===== src/rtl/alu_issue_ctrl_if.sv =====
`default_nettype none
// +------------------------------------------------------------------------+
// | Module      : alu_issue_ctrl_if                                        |
// | Description : Request, ALU operand/select and response signals of the  |
// |               ALU issue controller, bundled with controller (master)   |
// |               and environment (slave) views.                           |
// | Revision    : 1.0  initial release                                     |
// +------------------------------------------------------------------------+
interface alu_issue_ctrl_if;
  // request channel
  logic        req_valid;
  logic        req_ready;
  logic [2:0]  req_funct3;
  logic [6:0]  req_funct7;
  logic        req_is_imm;
  logic [31:0] req_a;
  logic [31:0] req_b;
  // combinational ALU
  logic [31:0] alu_a;
  logic [31:0] alu_b;
  logic [3:0]  alu_sel;
  logic [31:0] alu_out;
  logic        alu_carry;
  // response channel
  logic        rsp_valid;
  logic        rsp_ready;
  logic [31:0] rsp_result;
  logic        rsp_carry;
  logic        rsp_zero;
  logic        rsp_illegal;

  modport master (
    input  req_valid, req_funct3, req_funct7, req_is_imm, req_a, req_b,
    input  alu_out, alu_carry, rsp_ready,
    output req_ready, alu_a, alu_b, alu_sel,
    output rsp_valid, rsp_result, rsp_carry, rsp_zero, rsp_illegal
  );

  modport slave (
    output req_valid, req_funct3, req_funct7, req_is_imm, req_a, req_b,
    output alu_out, alu_carry, rsp_ready,
    input  req_ready, alu_a, alu_b, alu_sel,
    input  rsp_valid, rsp_result, rsp_carry, rsp_zero, rsp_illegal
  );
endinterface
`default_nettype wire


===== src/rtl/alu_issue_ctrl.sv =====
`default_nettype none
// +------------------------------------------------------------------------+
// | Module      : alu_issue_ctrl                                           |
// | Description : Initiator of the 32-bit ALU operand/select interface.    |
// |               Decodes RV32I/M funct3/funct7 to an ALU select, holds    |
// |               registered operands for a settle window, iterates the    |
// |               shift-by-1 ops for SLL/SRL and returns the result over   |
// |               a valid/ready response channel.                          |
// |               Optional macro MULDIV_EN enables MUL/DIV decode.         |
// | Revision    : 1.0  initial release                                     |
// +------------------------------------------------------------------------+
module alu_issue_ctrl #(
  parameter int SETTLE_CYCLES = 1,
  parameter int MULDIV_SETTLE = 4
) (
  input  logic             clk,
  input  logic             rst,
  alu_issue_ctrl_if.master bus
);

  localparam logic [3:0] c_SEL_ADD  = 4'b0000;
  localparam logic [3:0] c_SEL_SUB  = 4'b0001;
`ifdef MULDIV_EN
  localparam logic [3:0] c_SEL_MUL  = 4'b0010;
  localparam logic [3:0] c_SEL_DIV  = 4'b0011;
`endif
  localparam logic [3:0] c_SEL_SLL1 = 4'b0100;
  localparam logic [3:0] c_SEL_SRL1 = 4'b0101;
  localparam logic [3:0] c_SEL_AND  = 4'b1000;
  localparam logic [3:0] c_SEL_OR   = 4'b1001;
  localparam logic [3:0] c_SEL_XOR  = 4'b1010;
  localparam logic [3:0] c_SEL_SLTU = 4'b1101;
  localparam logic [3:0] c_SEL_SLT  = 4'b1110;
  localparam logic [3:0] c_SEL_SRA  = 4'b1111;

  // Counter must cover both settle windows and the largest shift amount.
  localparam int c_SET_MAX = (SETTLE_CYCLES > MULDIV_SETTLE) ? SETTLE_CYCLES : MULDIV_SETTLE;
  localparam int c_CNT_MAX = (c_SET_MAX > 31) ? c_SET_MAX : 31;
  localparam int c_CNT_W   = $clog2(c_CNT_MAX + 1);
  localparam logic [c_CNT_W-1:0] c_CNT_SETTLE = c_CNT_W'(SETTLE_CYCLES);
  localparam logic [c_CNT_W-1:0] c_CNT_MULDIV = c_CNT_W'(MULDIV_SETTLE);

  typedef enum logic [1:0] {
    S_IDLE  = 2'd0,
    S_EXEC  = 2'd1,
    S_SHIFT = 2'd2,
    S_RESP  = 2'd3
  } state_t;

  state_t               r_state;
  state_t               w_state_nxt;
  logic [31:0]          r_alu_a;
  logic [31:0]          r_alu_b;
  logic [3:0]           r_alu_sel;
  logic [c_CNT_W-1:0]   r_cnt;
  logic [31:0]          r_result;
  logic                 r_carry;
  logic                 r_zero;
  logic                 r_illegal;

  logic [3:0]           w_sel;
  logic                 w_illegal;
  logic                 w_muldiv;
  logic                 w_div0;
  logic                 w_is_shift;
  logic                 w_shift0;
  logic [4:0]           w_shamt;
  logic                 w_f7_zero;
  logic                 w_f7_alt;
  logic                 w_f7_md;
  logic                 w_rtype_bad;
  logic                 w_accept;
  logic                 w_cnt_last;
  logic [c_CNT_W-1:0]   w_settle;

  assign w_shamt     = bus.req_b[4:0];
  assign w_f7_zero   = (bus.req_funct7 == 7'b0000000);
  assign w_f7_alt    = (bus.req_funct7 == 7'b0100000);
  assign w_f7_md     = (bus.req_funct7 == 7'b0000001);
  assign w_rtype_bad = !bus.req_is_imm && !w_f7_zero;
  assign w_is_shift  = !w_illegal && ((w_sel == c_SEL_SLL1) || (w_sel == c_SEL_SRL1));
  assign w_shift0    = w_is_shift && (w_shamt == 5'd0);
  assign w_settle    = w_muldiv ? c_CNT_MULDIV : c_CNT_SETTLE;
  assign w_accept    = bus.req_valid && bus.req_ready;
  assign w_cnt_last  = (r_cnt <= c_CNT_W'(1));

  assign bus.req_ready   = (r_state == S_IDLE) && !rst;
  assign bus.alu_a       = r_alu_a;
  assign bus.alu_b       = r_alu_b;
  assign bus.alu_sel     = r_alu_sel;
  assign bus.rsp_valid   = (r_state == S_RESP);
  assign bus.rsp_result  = r_result;
  assign bus.rsp_carry   = r_carry;
  assign bus.rsp_zero    = r_zero;
  assign bus.rsp_illegal = r_illegal;

  // Decode funct3/funct7/is_imm of the presented request into select and shortcut flags.
  always_comb begin
    w_sel     = c_SEL_ADD;
    w_illegal = 1'b0;
    w_muldiv  = 1'b0;
    w_div0    = 1'b0;
    if (!bus.req_is_imm && w_f7_md) begin
`ifdef MULDIV_EN
      w_muldiv = 1'b1;
      case (bus.req_funct3)
        3'b000:  w_sel = c_SEL_MUL;
        3'b100: begin
          w_sel  = c_SEL_DIV;
          w_div0 = (bus.req_b == 32'd0);
        end
        default: w_illegal = 1'b1;
      endcase
`else
      w_illegal = 1'b1;
`endif
    end else begin
      case (bus.req_funct3)
        3'b000: begin
          if (bus.req_is_imm || w_f7_zero) w_sel = c_SEL_ADD;
          else if (w_f7_alt)               w_sel = c_SEL_SUB;
          else                             w_illegal = 1'b1;
        end
        3'b001: begin
          w_sel     = c_SEL_SLL1;
          w_illegal = !w_f7_zero;
        end
        3'b010: begin
          w_sel     = c_SEL_SLT;
          w_illegal = w_rtype_bad;
        end
        3'b011: begin
          w_sel     = c_SEL_SLTU;
          w_illegal = w_rtype_bad;
        end
        3'b100: begin
          w_sel     = c_SEL_XOR;
          w_illegal = w_rtype_bad;
        end
        3'b101: begin
          if (w_f7_zero)     w_sel = c_SEL_SRL1;
          else if (w_f7_alt) w_sel = c_SEL_SRA;
          else               w_illegal = 1'b1;
        end
        3'b110: begin
          w_sel     = c_SEL_OR;
          w_illegal = w_rtype_bad;
        end
        default: begin
          w_sel     = c_SEL_AND;
          w_illegal = w_rtype_bad;
        end
      endcase
    end
  end

  // State register.
  always_ff @(posedge clk or posedge rst) begin
    if (rst) r_state <= S_IDLE;
    else     r_state <= w_state_nxt;
  end

  // Next-state: shortcuts go straight to RESP, ALU ops wait out their counter.
  always_comb begin
    w_state_nxt = r_state;
    case (r_state)
      S_IDLE: begin
        if (w_accept) begin
          if (w_illegal || w_div0 || w_shift0) w_state_nxt = S_RESP;
          else if (w_is_shift)                 w_state_nxt = S_SHIFT;
          else                                 w_state_nxt = S_EXEC;
        end
      end
      S_EXEC, S_SHIFT: begin
        if (w_cnt_last) w_state_nxt = S_RESP;
      end
      S_RESP: begin
        if (bus.rsp_ready) w_state_nxt = S_IDLE;
      end
      default: w_state_nxt = S_IDLE;
    endcase
  end

  // Operand, counter and response registers; shortcut paths leave the ALU inputs untouched.
  always_ff @(posedge clk or posedge rst) begin
    if (rst) begin
      r_alu_a   <= '0;
      r_alu_b   <= '0;
      r_alu_sel <= '0;
      r_cnt     <= '0;
      r_result  <= '0;
      r_carry   <= 1'b0;
      r_zero    <= 1'b0;
      r_illegal <= 1'b0;
    end else begin
      case (r_state)
        S_IDLE: begin
          if (w_accept) begin
            if (w_illegal) begin
              r_result  <= '0;
              r_carry   <= 1'b0;
              r_zero    <= 1'b1;
              r_illegal <= 1'b1;
            end else if (w_div0) begin
              r_result  <= '1;
              r_carry   <= 1'b0;
              r_zero    <= 1'b0;
              r_illegal <= 1'b0;
            end else if (w_shift0) begin
              r_result  <= bus.req_a;
              r_carry   <= 1'b0;
              r_zero    <= (bus.req_a == 32'd0);
              r_illegal <= 1'b0;
            end else begin
              r_alu_a   <= bus.req_a;
              r_alu_sel <= w_sel;
              r_illegal <= 1'b0;
              if (w_is_shift) begin
                r_alu_b <= '0;
                r_cnt   <= c_CNT_W'(w_shamt);
              end else begin
                // SRA is a single-step barrel op: only the shift amount is meaningful.
                r_alu_b <= (w_sel == c_SEL_SRA) ? {27'd0, w_shamt} : bus.req_b;
                r_cnt   <= w_settle;
              end
            end
          end
        end
        S_EXEC: begin
          r_cnt <= r_cnt - 1'b1;
          if (w_cnt_last) begin
            r_result <= bus.alu_out;
            r_carry  <= bus.alu_carry;
            r_zero   <= (bus.alu_out == 32'd0);
          end
        end
        S_SHIFT: begin
          r_alu_a <= bus.alu_out;
          r_cnt   <= r_cnt - 1'b1;
          if (w_cnt_last) begin
            r_result <= bus.alu_out;
            r_carry  <= 1'b0;
            r_zero   <= (bus.alu_out == 32'd0);
          end
        end
        default: begin
        end
      endcase
    end
  end

endmodule
`default_nettype wire


===== src/flat_wrapper.sv =====
// flat-port wrapper written by rule: the top's interface ports become plain ports
module alu_issue_ctrl_flat 
#(
  parameter int SETTLE_CYCLES = 1,
  parameter int MULDIV_SETTLE = 4
)
  (clk, rst, bus_req_valid, bus_req_funct3, bus_req_funct7, bus_req_is_imm, bus_req_a, bus_req_b, bus_alu_out, bus_alu_carry, bus_rsp_ready, bus_req_ready, bus_alu_a, bus_alu_b, bus_alu_sel, bus_rsp_valid, bus_rsp_result, bus_rsp_carry, bus_rsp_zero, bus_rsp_illegal);
  alu_issue_ctrl_if bus_i ();
  input  logic clk;
  input  logic rst;
  input wire logic [$bits(bus_i.req_valid)-1:0] bus_req_valid;
  input wire logic [$bits(bus_i.req_funct3)-1:0] bus_req_funct3;
  input wire logic [$bits(bus_i.req_funct7)-1:0] bus_req_funct7;
  input wire logic [$bits(bus_i.req_is_imm)-1:0] bus_req_is_imm;
  input wire logic [$bits(bus_i.req_a)-1:0] bus_req_a;
  input wire logic [$bits(bus_i.req_b)-1:0] bus_req_b;
  input wire logic [$bits(bus_i.alu_out)-1:0] bus_alu_out;
  input wire logic [$bits(bus_i.alu_carry)-1:0] bus_alu_carry;
  input wire logic [$bits(bus_i.rsp_ready)-1:0] bus_rsp_ready;
  output wire logic [$bits(bus_i.req_ready)-1:0] bus_req_ready;
  output wire logic [$bits(bus_i.alu_a)-1:0] bus_alu_a;
  output wire logic [$bits(bus_i.alu_b)-1:0] bus_alu_b;
  output wire logic [$bits(bus_i.alu_sel)-1:0] bus_alu_sel;
  output wire logic [$bits(bus_i.rsp_valid)-1:0] bus_rsp_valid;
  output wire logic [$bits(bus_i.rsp_result)-1:0] bus_rsp_result;
  output wire logic [$bits(bus_i.rsp_carry)-1:0] bus_rsp_carry;
  output wire logic [$bits(bus_i.rsp_zero)-1:0] bus_rsp_zero;
  output wire logic [$bits(bus_i.rsp_illegal)-1:0] bus_rsp_illegal;
  assign bus_i.req_valid = bus_req_valid;
  assign bus_i.req_funct3 = bus_req_funct3;
  assign bus_i.req_funct7 = bus_req_funct7;
  assign bus_i.req_is_imm = bus_req_is_imm;
  assign bus_i.req_a = bus_req_a;
  assign bus_i.req_b = bus_req_b;
  assign bus_i.alu_out = bus_alu_out;
  assign bus_i.alu_carry = bus_alu_carry;
  assign bus_i.rsp_ready = bus_rsp_ready;
  assign bus_req_ready = bus_i.req_ready;
  assign bus_alu_a = bus_i.alu_a;
  assign bus_alu_b = bus_i.alu_b;
  assign bus_alu_sel = bus_i.alu_sel;
  assign bus_rsp_valid = bus_i.rsp_valid;
  assign bus_rsp_result = bus_i.rsp_result;
  assign bus_rsp_carry = bus_i.rsp_carry;
  assign bus_rsp_zero = bus_i.rsp_zero;
  assign bus_rsp_illegal = bus_i.rsp_illegal;
  alu_issue_ctrl #(.SETTLE_CYCLES(SETTLE_CYCLES), .MULDIV_SETTLE(MULDIV_SETTLE)) u_core (.clk(clk), .rst(rst), .bus(bus_i));
endmodule

===== config.mk =====
export PLATFORM = sky130hd
export DESIGN_NAME = alu_issue_ctrl_flat
export DESIGN_NICKNAME = d
export VERILOG_FILES = /design/src/rtl/alu_issue_ctrl_if.sv /design/src/rtl/alu_issue_ctrl.sv /design/src/flat_wrapper.sv
export SDC_FILE = /design/constraint.sdc
export NUM_CORES = 1
export LEC_CHECK = 0
export CAP_MARGIN = 20
export CORE_MARGIN = 2
export CORE_UTILIZATION = 48
export DETAILED_ROUTE_END_ITERATION = 7
export GPL_ROUTABILITY_DRIVEN = 1
export PLACE_DENSITY = 0.86
export SYNTH_ARGS = -nofsm -noshare
export SYNTH_HDL_FRONTEND = slang
export SYNTH_SLANG_ARGS = --single-unit

===== constraint.sdc =====
create_clock -name clk -period 9 [get_ports clk]
set_input_delay 1.35 -clock clk [delete_from_list [all_inputs] [get_ports clk]]
set_output_delay 1.35 -clock clk [all_outputs]
set_load 0.01 [all_outputs]

Yosys cells after proc, flatten, opt, wreduce, memory -nomap -nowiden
Cells that the tools add are included.

$add $sub $neg: 1. $lt $le $gt $ge: 1. Equal/unequal tests: 22. Mux-type cells: 45. Bitwise operators: 2. Reduce and logical (&&, ||, !) cells: 30.

Operators by type and width (count): 2-to-1 mux 32 bit (9); case mux 32 bit (2 select lines) (2); zero test 32 bit (2); case mux 4 bit (7 select lines) (1); 2-to-1 mux 5 bit (4); 2-to-1 mux 1 bit (16); AND reduction 4 bit (4); 2-to-1 mux 4 bit (3); 2-to-1 mux 2 bit (5); case mux 5 bit (2 select lines) (1); == test 3 bit, second input constant (3); == test 4 x 3 -> 1 bit, second input constant (2); != test 2 x 1 -> 1 bit, second input constant (4); == test 7 x 1 -> 1 bit, second input constant (1); == test 7 x 6 -> 1 bit, second input constant (1); zero test 7 bit (1); == test 3 x 2 -> 1 bit, second input constant (2); logical AND 1 bit (6); != test 2 bit, second input constant (3); case mux 1 bit (3 select lines) (2); case mux 2 bit (3 select lines) (1); <= comparator 5 x 1 -> 1 bit, second input constant (1); zero test 5 bit (1); AND reduction 5 bit (1); other kinds (17) (25).

Register bits: 110. Input bits: 112. Output and inout bits: 105. Word-level logic and storage cells: 110.

Logic depth before layout (Yosys ltp)
Depth in word-level cells: 13. Depth in mapped cells: 10. Mapped depth without buffers: 8.

Worst setup path after synthesis
Ideal clock, no wire load.

Path type: input to register. Start: input bus_req_funct3[1]. End: register u_core.r_result[10] (netlist: u_core.bus.rsp_result[10]). Setup time: 125 ps. Arrival: 3113 ps. Required time: 8875 ps. Slack: 5762 ps. Stages on the path: 8. Path buffers: 2. Path through: clkbuf_1 -> nand2b_1 -> a31o_2 -> or2_1 -> o211a_1 -> nor2_4 -> buf_4 -> mux2_2.

Longest elaborated chain between the ends: 9.

Ends and longest elaborated chain: from (decl) (RTL line flat_wrapper.sv:12) `input wire logic [$bits(bus_i.req_funct3)-1:0] bus_req_funct3;`; == test 3 bit (tied with other cells) (RTL line alu_issue_ctrl.sv:118) `case (bus.req_funct3)`; case mux 4 bit (7 select lines) (RTL line alu_issue_ctrl.sv:118); 2-to-1 mux 4 bit (RTL line alu_issue_ctrl.sv:103) `if (!bus.req_is_imm && w_f7_md) begin`; == test 4 x 3 -> 1 bit (RTL line alu_issue_ctrl.sv:81) `assign w_is_shift = !w_illegal && ((w_sel == c_SEL_SLL1) || (w_sel == c_SEL_SRL1));`; logical OR 1 bit (RTL line alu_issue_ctrl.sv:81); logical AND 1 bit (RTL line alu_issue_ctrl.sv:81); logical AND 1 bit (RTL line alu_issue_ctrl.sv:82) `assign w_shift0 = w_is_shift && (w_shamt == 5'd0);`; != test 3 x 1 -> 1 bit (no line); AND reduction 4 bit (no line); to (signal assigned) (RTL line alu_issue_ctrl.sv:210) `r_result <= bus.req_a;`; to (signal assigned) (RTL line alu_issue_ctrl.sv:232) `r_result <= bus.alu_out;`; to (signal assigned) (RTL line alu_issue_ctrl.sv:241) `r_result <= bus.alu_out;`; to (decl) (RTL line alu_issue_ctrl.sv:56) `logic [31:0] r_result;`.

Parallel ways exist; a longest one is shown, timed or not. The select of a mux whose other input is x is not followed. A chain may end at the register's enable or synchronous reset.

Worst setup path after layout
Start: input bus_req_funct3[2]. End: register u_core.r_result[12] (netlist: u_core.bus.rsp_result[12]).

Same word-level chain as after synthesis.

==> reports/metrics.cfg <==
[die]
num_rows=40
die_h_microns=114
fp.coreArea_sq_um=11900
die_w_microns=114
top_level_ports=217
dieArea_sq_um=13000
initial_core_util_pct=48.7

[place]
hpwlAfterDp_microns=13200
io_buffers=216
gp_congestion=0.924
place_ws_ns=3.80

[timing]
fin_crit_sh_pct=46.2
hold_violations=0
skew_ns=0.00937
tns_ns=0
tightest_slew_ns=1.03
period_minus_slack_ns=4.15
setup_violations=0
fin_ws_ns=4.85
rsz0062_at_grt=no
fmax_mhz=241
slew_headroom_pct=31.1
slew_violations=0

[yosys]
synth_area_leaders=dfrtp_1 (47%), nand2_1 (10%), mux2_2 (6.2%), o221a_2 (4.5%), mux2i_1 (4.0%)
synth_cells=600
yosysWarningCount=0
ys_ff_latch=110
synthesis.area_sq_um=5800
synth-seq-area-share_pct=47.4
synth_top_area_cell=dfrtp_1
syn-num-nets=718
synthArstFlopShare_pct=100
synth_edf_count=0
ys.flop_type=dfrtp_1
postSynthAreaPerCell_sq_um=9.67
yosysTopAreaCellShare_pct=47.4
synth.distinct_cells=62

[detailed_routing]
drt_iter0_markers=388
via_per_inst=5.93
vias=5600
wl_microns=18400
wl_per_cell_microns=19.5
detail-route-antenna-nets=0
dr.pass1.iters=5
drcViolationCount=0

[clock_tree]
cts_made_buffers=9
ctsHoldBuffers=0
path_clk_slew_ns=0.07
cts_buffer_depth=2
cts_resized=0
cts.sinks=110
worst_skew_pair.late_latency_ns=0.35
postCtsSetupBuffers=0
ctsHtreeMaxLevel=3
cts_root_buf=clkbuf_16
tritoncts=done

[layout]
antennaDiodeCount=0
finalNetCount=911
area_growth_syn_to_layout_pct=43.5
drive_gt1_share_pct=12.2

[setup_path]
r2r_slack_ns=6.01
startpoint=bus_req_funct3[2]
reg2regPathDepth=8
critPathLaunchType=input pin
path_max_fanout=39
cp-endpoint=u_core.bus.rsp_result[12]
arrival_ns=4.38
crit_type=in -> reg
reg2reg_to=u_core.bus.rsp_result[12]
cp-end-kind=register
rr_startpoint=u_core.r_state[0]
required_ns=9.23

[grt]
grt_pass1_vias=5678
grt_antenna_before_repair=0
grtUsageTotal_pct=28.1
grt_max_degree=66
grt-ovfl-total=0
grt_first_pass_wirelength_microns=28800

[power]
vdd_drop_max_mv=0.209
power_w=0.00288
power_density_nw_per_um2=346
leakage_nw=3.41

[min_path]
hold_class=reg -> reg

[run_status]
status=complete, no violations

[job]
max-cap-violations=0

-- Yosys cell counts, drive strengths merged, types with 3 or more instances --
library cell and count:
nand2 161, dfrtp 110, o21ai 42, mux2 34, a21oi 29, clkbuf 24, mux2i 23, o221a 23
buf 17, nor2 15, nor4 15, inv 12, o22ai 11, a2bb2oi 10, nor3 8, a22o 6
ha 6, a31oi 4, nand4 4, a21o 3, and3 3, o211ai 3
-- cell type report --
cell class	count	area, sq um
clock buffers	12	246
clock inverters	4	22.5
fillers	905	3580
inverters	13	51.3
multi-input cells	436	2810
flip-flops and latches	110	2750
well taps	147	184
repair buffers	223	2270
-- how the worst min path moves through the flow --
| stage | start | endpoint | slack (ns) | cells after the start |
|---|---|---|---|---|
| 2_1_floorplan | u_core.r_cnt[3] | u_core.r_cnt[3] | 0.46 | 1 |
| 3_3_place_gp | u_core.bus.alu_sel[3] | u_core.bus.alu_sel[3] | 0.46 | 2 |
| 3_5_place_dp | u_core.bus.alu_sel[2] | u_core.bus.alu_sel[2] | 0.47 | 2 |
| 4_1_cts | u_core.bus.alu_sel[2] | u_core.bus.alu_sel[2] | 0.49 | 2 |
| 5_1_grt | u_core.bus.rsp_result[14] | u_core.bus.rsp_result[14] | 0.51 | 1 |
| 6_report | u_core.bus.alu_sel[2] | u_core.bus.alu_sel[2] | 0.49 | 2 |
-- layout by cell type (no fill, tap or decap), types with 7 or more instances in the layout --
| cell | count |
|---|---|
| a21oi_1 | 19 |
| nor2_1 | 13 |
| o21ai_0 | 41 |
| dfrtp_1 | 110 |
| nand2_1 | 161 |
| a2bb2oi_1 | 10 |
| a21oi_2 | 10 |
| mux2_2 | 32 |
| o221a_2 | 23 |
| mux2i_1 | 23 |
| nor4_1 | 15 |
| clkdlybuf4s50_1 | 216 |
| o22ai_1 | 11 |
| clkbuf_16 | 9 |
| inv_1 | 11 |
| nor3_1 | 7 |
-- cell families (layout without fill, tap and decap cells) --
| logic type | count (synthesis) | count (layout) | share of synthesized area, % |
|---|---|---|---|
| xor gates and xnor gates | 1 | 1 | 0.151 |
| AOI/OAI and AO/OA | 151 | 151 | 19.4 |
| and+or+nand+nor | 221 | 221 | 16.7 |
| muxes | 57 | 57 | 10.6 |
| DFF | 110 | 110 | 47.4 |
| adders and majority gates | 6 | 6 | 1.29 |
| buffers and inverters | 54 | 252 | 4.40 |
-- where the power goes --
| group | switching (W) | internal (W) | total (W) |
|---|---|---|---|
| sequential | 0.000154 | 0.000734 | 0.000888 |
| combinational | 0.000760 | 0.000864 | 0.00162 |
| clock | 0.000173 | 0.000194 | 0.000367 |
-- flip-flops by register name, indices dropped and copies added, names as in the netlist --
register                cells
u_core.bus.alu_a           32
u_core.bus.rsp_carry        1
u_core.bus.rsp_illegal      1
u_core.r_state              2
u_core.bus.alu_b           32
u_core.r_cnt                5
u_core.bus.rsp_result      32
u_core.bus.alu_sel          4
u_core.bus.rsp_zero         1
-- metrics by stage --
step / cell area (sq um) / utilization (%) / std cells / hold WS (ns)
after floorplan: 5800 / - / 600 / 0.457
after global placement: 7990 / 67.1 / 926 / 0.461
after detailed placement: 7990 / 67.1 / 926 / 0.471
after CTS: 8260 / 69.3 / 942 / 0.488
after global routing: 8330 / 69.9 / 945 / 0.512
final: 8330 / 69.9 / 945 / 0.487
-- worst max-delay path, stage by stage --
cell	delay, ns
clkdlybuf4s50_1	0.64
xor2_1	0.23
o21ai_0	0.16
a22o_1	0.24
buf_4	0.26
o211a_1	0.24
nor2_4	0.82
mux2_2	0.42
-- routing by layer --
layer / wire length (microns) / share of wire, % / up-vias / GRT usage [%]
li1: - / - / 2542 / -
met1: 7120 / 39 / 2696 / 33.2
met2: 8960 / 49 / 316 / 48.6
met3: 1770 / 9.6 / 46 / 7.28
met4: 577 / 3.1 / 0 / 12.1
met5: 0 / 0 / - / 0
Note: power is estimated with default switching activity, not from simulation.
